$ cat src/rtl/apb_gpio_pkg.sv
// Shared definitions for the APB GPIO completer.
//   apb_state_t : access-phase FSM states (IDLE / WAIT / RESP)
//   *_OFS       : register byte offsets inside the 32-byte window
//   ADDR_IDX_W  : number of decoded word-address bits (PADDR[4:2])
//   CNT_W       : width of the wait-state counter (0..15 wait states)
package apb_gpio_pkg;

  localparam int unsigned ADDR_IDX_W = 3;
  localparam int unsigned OFS_W      = ADDR_IDX_W + 2;
  localparam int unsigned CNT_W      = 4;

  typedef enum logic [1:0] {
    IDLE,
    WAIT,
    RESP
  } apb_state_t;

  localparam logic [OFS_W-1:0] MODER_OFS = 5'h00;
  localparam logic [OFS_W-1:0] IDR_OFS   = 5'h04;
  localparam logic [OFS_W-1:0] ODR_OFS   = 5'h08;
  localparam logic [OFS_W-1:0] IER_OFS   = 5'h0C;
  localparam logic [OFS_W-1:0] EDGE_OFS  = 5'h10;
  localparam logic [OFS_W-1:0] ISR_OFS   = 5'h14;

endpackage

$ cat src/rtl/gpio_sync_edge.sv
// Two-flop synchronizer for asynchronous pad inputs plus a previous-sample
// register used for per-bit edge detection.
//   clk  : sampling clock
//   rst  : asynchronous, active-high reset (all flops to 0)
//   din  : asynchronous pad inputs
//   sync : synchronized inputs (second synchronizer stage)
//   rise : sync went 0->1 relative to the previous sample
//   fall : sync went 1->0 relative to the previous sample
module gpio_sync_edge #(
  parameter int unsigned WIDTH = 8
) (
  input  logic             clk,
  input  logic             rst,
  input  logic [WIDTH-1:0] din,
  output logic [WIDTH-1:0] sync,
  output logic [WIDTH-1:0] rise,
  output logic [WIDTH-1:0] fall
);

  logic [WIDTH-1:0] meta;
  logic [WIDTH-1:0] prev;

  always_ff @(posedge clk or posedge rst) begin
    if (rst) begin
      meta <= '0;
      sync <= '0;
      prev <= '0;
    end else begin
      meta <= din;
      sync <= meta;
      prev <= sync;
    end
  end

  assign rise = sync & ~prev;
  assign fall = ~sync & prev;

endmodule

$ cat src/rtl/apb_gpio_slave.sv
// APB completer for one GPIO port: direction, output data, synchronized
// input data and per-bit edge interrupts with write-1-to-clear status.
// A programmable number of wait states is inserted through PREADY.
//   PCLK, PRESET      : APB clock, asynchronous active-high reset
//   PADDR[4:2]        : register select (other address bits ignored)
//   PWRITE, PSEL,
//   PENABLE, PWDATA   : APB request
//   PRDATA, PREADY    : registered APB response
//   gpio_in           : asynchronous pad inputs
//   gpio_out, gpio_oe : ODR value and MODER value (1 = drive)
//   irq               : registered |(ISR & IER)
module apb_gpio_slave
  import apb_gpio_pkg::*;
#(
  parameter int unsigned GPIO_WIDTH  = 8,
  parameter int unsigned WAIT_STATES = 0
) (
  input  logic                  PCLK,
  input  logic                  PRESET,
  input  logic [31:0]           PADDR,
  input  logic                  PWRITE,
  input  logic                  PSEL,
  input  logic                  PENABLE,
  input  logic [31:0]           PWDATA,
  output logic [31:0]           PRDATA,
  output logic                  PREADY,
  input  logic [GPIO_WIDTH-1:0] gpio_in,
  output logic [GPIO_WIDTH-1:0] gpio_out,
  output logic [GPIO_WIDTH-1:0] gpio_oe,
  output logic                  irq
);

  localparam logic [CNT_W-1:0] WS_LOAD = CNT_W'(WAIT_STATES);

  apb_state_t                  state;
  apb_state_t                  state_next;
  logic [CNT_W-1:0]            cnt;
  logic [CNT_W-1:0]            cnt_next;

  logic [GPIO_WIDTH-1:0]       moder;
  logic [GPIO_WIDTH-1:0]       odr;
  logic [GPIO_WIDTH-1:0]       ier;
  logic [GPIO_WIDTH-1:0]       edge_sel;
  logic [GPIO_WIDTH-1:0]       isr;

  logic [GPIO_WIDTH-1:0]       idr;
  logic [GPIO_WIDTH-1:0]       rise;
  logic [GPIO_WIDTH-1:0]       fall;
  logic [GPIO_WIDTH-1:0]       isr_set;
  logic [GPIO_WIDTH-1:0]       isr_clr;
  logic [GPIO_WIDTH-1:0]       wdata;

  logic [OFS_W-1:0]            ofs;
  logic [31:0]                 rd_data;
  logic                        wr_commit;
  logic                        unused_bits;

  assign ofs         = {PADDR[OFS_W-1:2], 2'b00};
  assign wdata       = PWDATA[GPIO_WIDTH-1:0];
  assign unused_bits = ^{PADDR[31:OFS_W], PADDR[1:0], PWDATA};

  gpio_sync_edge #(
    .WIDTH(GPIO_WIDTH)
  ) u_sync_edge (
    .clk (PCLK),
    .rst (PRESET),
    .din (gpio_in),
    .sync(idr),
    .rise(rise),
    .fall(fall)
  );

  // ---------------------------------------------------------------------
  // Access-phase FSM
  // ---------------------------------------------------------------------
  always_ff @(posedge PCLK or posedge PRESET) begin
    if (PRESET) begin
      state <= IDLE;
      cnt   <= '0;
    end else begin
      state <= state_next;
      cnt   <= cnt_next;
    end
  end

  always_comb begin
    state_next = state;
    cnt_next   = cnt;
    case (state)
      IDLE: begin
        if (PSEL && PENABLE) begin
          cnt_next   = WS_LOAD;
          state_next = (WAIT_STATES > 0) ? WAIT : RESP;
        end
      end
      WAIT: begin
        // A dropped PSEL mid-access abandons the transfer without effect.
        if (!PSEL) begin
          state_next = IDLE;
        end else if (cnt == CNT_W'(1)) begin
          state_next = RESP;
        end else begin
          cnt_next = cnt - 1'b1;
        end
      end
      RESP:    state_next = IDLE;
      default: state_next = IDLE;
    endcase
  end

  // The master holds address/control through the RESP cycle, so the write
  // commits on the edge that closes it.
  assign wr_commit = (state == RESP) && PWRITE;

  // ---------------------------------------------------------------------
  // Read mux and registered response
  // ---------------------------------------------------------------------
  always_comb begin
    rd_data = '0;
    case (ofs)
      MODER_OFS: rd_data = 32'(moder);
      IDR_OFS:   rd_data = 32'(idr);
      ODR_OFS:   rd_data = 32'(odr);
      IER_OFS:   rd_data = 32'(ier);
      EDGE_OFS:  rd_data = 32'(edge_sel);
      ISR_OFS:   rd_data = 32'(isr);
      default:   rd_data = '0;
    endcase
  end

  // RESP is only ever entered from IDLE or WAIT and always left after one
  // cycle, so next-state == RESP marks exactly the entry edge.
  always_ff @(posedge PCLK or posedge PRESET) begin
    if (PRESET) begin
      PREADY <= 1'b0;
      PRDATA <= '0;
    end else begin
      PREADY <= (state_next == RESP);
      PRDATA <= ((state_next == RESP) && !PWRITE) ? rd_data : '0;
    end
  end

  // ---------------------------------------------------------------------
  // Register file
  // ---------------------------------------------------------------------
  always_ff @(posedge PCLK or posedge PRESET) begin
    if (PRESET) begin
      moder    <= '0;
      odr      <= '0;
      ier      <= '0;
      edge_sel <= '0;
    end else if (wr_commit) begin
      case (ofs)
        MODER_OFS: moder    <= wdata;
        ODR_OFS:   odr      <= wdata;
        IER_OFS:   ier      <= wdata;
        EDGE_OFS:  edge_sel <= wdata;
        default:   ;
      endcase
    end
  end

  // ---------------------------------------------------------------------
  // Interrupt status: set has priority over a same-cycle W1C.
  // ---------------------------------------------------------------------
  assign isr_set = ~moder & ((edge_sel & rise) | (~edge_sel & fall));
  assign isr_clr = (wr_commit && (ofs == ISR_OFS)) ? wdata : '0;

  always_ff @(posedge PCLK or posedge PRESET) begin
    if (PRESET) begin
      isr <= '0;
      irq <= 1'b0;
    end else begin
      isr <= (isr & ~isr_clr) | isr_set;
      irq <= |(isr & ier);
    end
  end

  assign gpio_out = odr;
  assign gpio_oe  = moder;

endmodule

$ cat config.mk
export PLATFORM = sky130hd
export DESIGN_NAME = apb_gpio_slave
export DESIGN_NICKNAME = d
export VERILOG_FILES = /design/src/rtl/apb_gpio_pkg.sv /design/src/rtl/gpio_sync_edge.sv /design/src/rtl/apb_gpio_slave.sv
export SDC_FILE = /design/constraint.sdc
export NUM_CORES = 1
export LEC_CHECK = 0
export BUFFER_PORTS_ARGS = -buffer_cell sky130_fd_sc_hd__buf_2
export CORE_MARGIN = 1.5
export CORE_UTILIZATION = 40
export CTS_BUF_LIST = sky130_fd_sc_hd__clkbuf_8
export DETAILED_ROUTE_END_ITERATION = 12
export GPL_ROUTABILITY_DRIVEN = 0
export GPL_TIMING_DRIVEN = 0
export PLACE_DENSITY = 0.71
export SLEW_MARGIN = 20
export SYNTH_ARGS = -nofsm -noshare
export SYNTH_HDL_FRONTEND = slang
export SYNTH_SLANG_ARGS = --single-unit
export TNS_END_PERCENT = 100
$ cat constraint.sdc
create_clock -name PCLK -period 5.83 [get_ports PCLK]
set_input_delay 1.166 -clock PCLK [delete_from_list [all_inputs] [get_ports PCLK]]
set_output_delay 1.166 -clock PCLK [all_outputs]
set_load 0.005 [all_outputs]
==> metrics.md <==
| Metric | Value |
|---|---|
| First-pass GRT wire length | `12,600 microns` |
| Most common cell after layout, fill and taps aside | `dfrtp_1` |
| Top delay family on crit path | `simple AND/OR/NAND/NOR gates` |
| Hold Crit Class | `flop to flop` |
| Synth top area share | `55.8%` |
| # diodes | `0` |
| Sequential share of power | `55.0%` |
| Reg area | `2000 sq um` |
| Final Cycle Share | `41.4%` |
| Longest Clk Path Bufs | `2` |
| Commonest non-fill, non-tap cells in the layout | `dfrtp_1 (80), buf_2 (50), mux2_2 (33)` |
| Synthesized instance count | `293` |
| Largest net degree at the start of global routing | `50` |
| Post-synthesis sequential area ratio | `55.8%` |
| Boundary Pins | `127` |
| Mapped Area | `3590 sq um` |
| Internal reg-to-reg setup slack | `3890 ps` |
| Worst setup margin | `3410 ps` |
| Final min period | `2420 ps` |
| Worst VDD drop | `194 uV` |
| Hold Startpoint | `u_sync_edge.meta[6]` |
| Core Footprint | `8720 sq um` |
| Critical path arrival | `2660 ps` |
| Final setup fails | `0` |
| Crit start category | `input pin` |
| I/O Buffers | `46` |
| Initial core utilization | `41.1%` |
| Post-CTS Setup Bufs | `0` |
| Crit-path cells | `buf_2 > clkbuf_1 > nor3b_2 > nand2_1 > o2bb2ai_1` |
| Hold Path End | `u_sync_edge.sync[6]` |
| Sw Pwr | `330 uW` |
| Max-Cap Viols | `0` |
| Switching Share | `27.2%` |
| Drt via density | `4.98` |
| RR Endpoint | `isr[1]` |
| Post_cts resized | `0` |
| Die Y-Extent | `97.7 microns` |
| Tightest Pin Transition | `796 ps` |
| Via count | `2,420` |
| Chip width | `97.7 microns` |
| Clock power frac | `29.4%` |
| RSZ-0062 raised after global routing | `false` |
| Synth area leaders | `dfrtp_1 (56%), mux2_2 (10%), buf_4 (5.2%)` |
| Slowest CP cell | `nor3b_2` |
| H-tree levels | `3` |
| R2r startpoint | `state[0]` |
| Vias in the first global route | `2,392` |
| Synth cell types | `45` |
| Root Driver | `clkbuf_8` |
| Drc violations | `0` |
| Comb pwr share | `15.6%` |
| Cts bufs inserted | `9` |
| Final-report max-slew violation count | `0` |
| 1st-pass router iterations | `4` |
| Total GRT Usage | `17.1%` |
| Status | `finished, final reports clean` |
| Layout Nets | `453` |
| Syn. warnings | `0` |
| DRT iter0 DRCs | `113` |
| Number of fillers in the final layout | `808` |
| WHS Path Cells | `0` |
| Die Footprint | `9550 sq um` |
| Initial antenna violation count | `0` |
| Worst Setup Path Type | `input pin to flop` |
| Slew HR | `46.7%` |
| Post-synth top area cell | `dfrtp_1` |
| Largest stage delay, worst path | `730 ps` |
| Post-route ant nets | `0` |
| Cts hold-fix bufs | `0` |
| Req. time, crit path | `6070 ps` |
| Internal Power | `881 uW` |
| Mean post-synth cell area | `12.2 sq um` |
| Std cell rows | `34` |
| GRT overflow | `0` |
| P&R area growth vs syn | `18.0%` |
| Power Density | `286 nW/um^2` |
| Worst-Skew Late Latency | `350 ps` |
| Ratio of cells with drive above 1 in the final layout | `36.2%` |
| WP buf/inv | `2` |
| Skew final | `9.08 ps` |
| Final Hold Fails | `0` |
| Pre-CTS WS | `3080 ps` |
| Worst Path Max Fanout | `10` |
| WL final | `7500 microns` |
| CTS Sinks | `80` |
| FF-to-FF path depth | `5` |
| Crit. End Element | `flop` |
| Clock transition at path regs | `80 ps` |
| Routed len/inst | `15.4 microns` |
| Dpl hpwl | `5190 microns` |
| CTS tree | `yes` |
| Synth Register Bits | `80` |
| Leak | `2.06 nW` |
| Max Clock Freq | `414 MHz` |
| Multi-input gate area | `1420 sq um` |
| Final setup TNS | `0 ps` |
-- layer usage --
metal	share of wire (%)	global-route usage [%]	up-vias	wire, microns
met3	5.8	4.53	8	438
li1	-	-	1146	-
met5	0	0	-	0
met1	46	23.4	1176	3430
met4	1.1	6.70	0	82
met2	47	26.0	90	3540
-- worst register-to-register path, delay by kind of cell (launching register included) --
| family | cells | cell delay (ps) |
|---|---|---|
| compound gates | 1 | 150 |
| simple gates | 3 | 1150 |
| flops | 1 | 360 |
| buf+inv | 1 | 170 |
-- layout make-up --
class,instances,area share [%]
clock inverters,5,0.798
multi-input cells,197,33.5
well taps,108,3.19
plain buffers,34,5.56
inverters,5,0.503
flip-flops and latches,80,47.3
repair buffers,47,5.91
clock buffers,10,3.25
-- Yosys cell counts, drive strengths merged --
cell type	count
o21ai	4
a31o	1
inv	5
nor3	8
clkbuf	4
xnor2	1
conb	1
dfrtp	80
nand3b	2
a311oi	1
or3b	1
o32ai	1
nor2	18
and2b	1
a22oi	5
a21oi	11
and3	1
nand4	1
o22ai	4
nor3b	5
ha	2
o2bb2ai	8
a2111oi	1
a21boi	1
buf	30
nand2b	5
and4bb	2
mux2	33
a211oi	5
nand3	1
nor4	1
nand2	19
o21a	6
nand4b	1
mux2i	17
nor4bb	1
nor2b	5
-- state kept, by name, summed over array words and instances (netlist names) --
name	cells
gpio_out	8
PRDATA	8
state	2
u_sync_edge.sync	8
PREADY	1
ier	8
u_sync_edge.prev	8
gpio_oe	8
u_sync_edge.meta	8
irq	1
edge_sel	8
isr	8
cnt	4
-- worst max path at each step --
stage / from / endpoint / slack (ps) / depth (start not counted)
detailed placement: PADDR[3] / isr[1] / 3080 / 5
floorplan: PRESET / PRDATA[0] / 2610 / 1
CTS: PADDR[3] / isr[1] / 3460 / 5
global placement: PRESET / u_sync_edge.meta[1] / 1690 / 2
finish: PADDR[3] / isr[1] / 3410 / 5
global route: PADDR[3] / isr[6] / 3340 / 5
-- through the flow --
| step | util, % | instance area [sq um] | hold WS (ps) | power (mW) | instances |
|---|---|---|---|---|---|
| detailed placement | 46.6 | 4060 | 335 | 0.866 | 471 |
| global placement | 46.3 | 4040 | 333 | 0.856 | 470 |
| floorplan | - | 3670 | 331 | 0.794 | 316 |
| CTS | 48.5 | 4230 | 354 | 1.23 | 486 |
| global route | 48.5 | 4230 | 358 | 1.28 | 486 |
| finish | 48.5 | 4230 | 352 | 1.21 | 486 |
-- cells by family after synthesis --
kind of cell | synth area share (%)
flip-flops | 55.8
AND/OR/NAND/NOR | 11.4
multiplexers | 15.1
AO/OA/AOI/OAI | 9.52
buffers and inverters | 7.08
adder cells (fa/ha/maj) | 0.697
other | 0.105
XOR/XNOR | 0.244
-- power groups by stage --
stage	combinational [mW]	sequential, mW	clock [mW]
global placement	0.183	0.673	0
CTS	0.191	0.666	0.369
detailed placement	0.190	0.676	0
finish	0.189	0.666	0.356
global route	0.212	0.675	0.388
floorplan	0.130	0.664	0
Note: power is estimated with default switching activity, not from simulation.
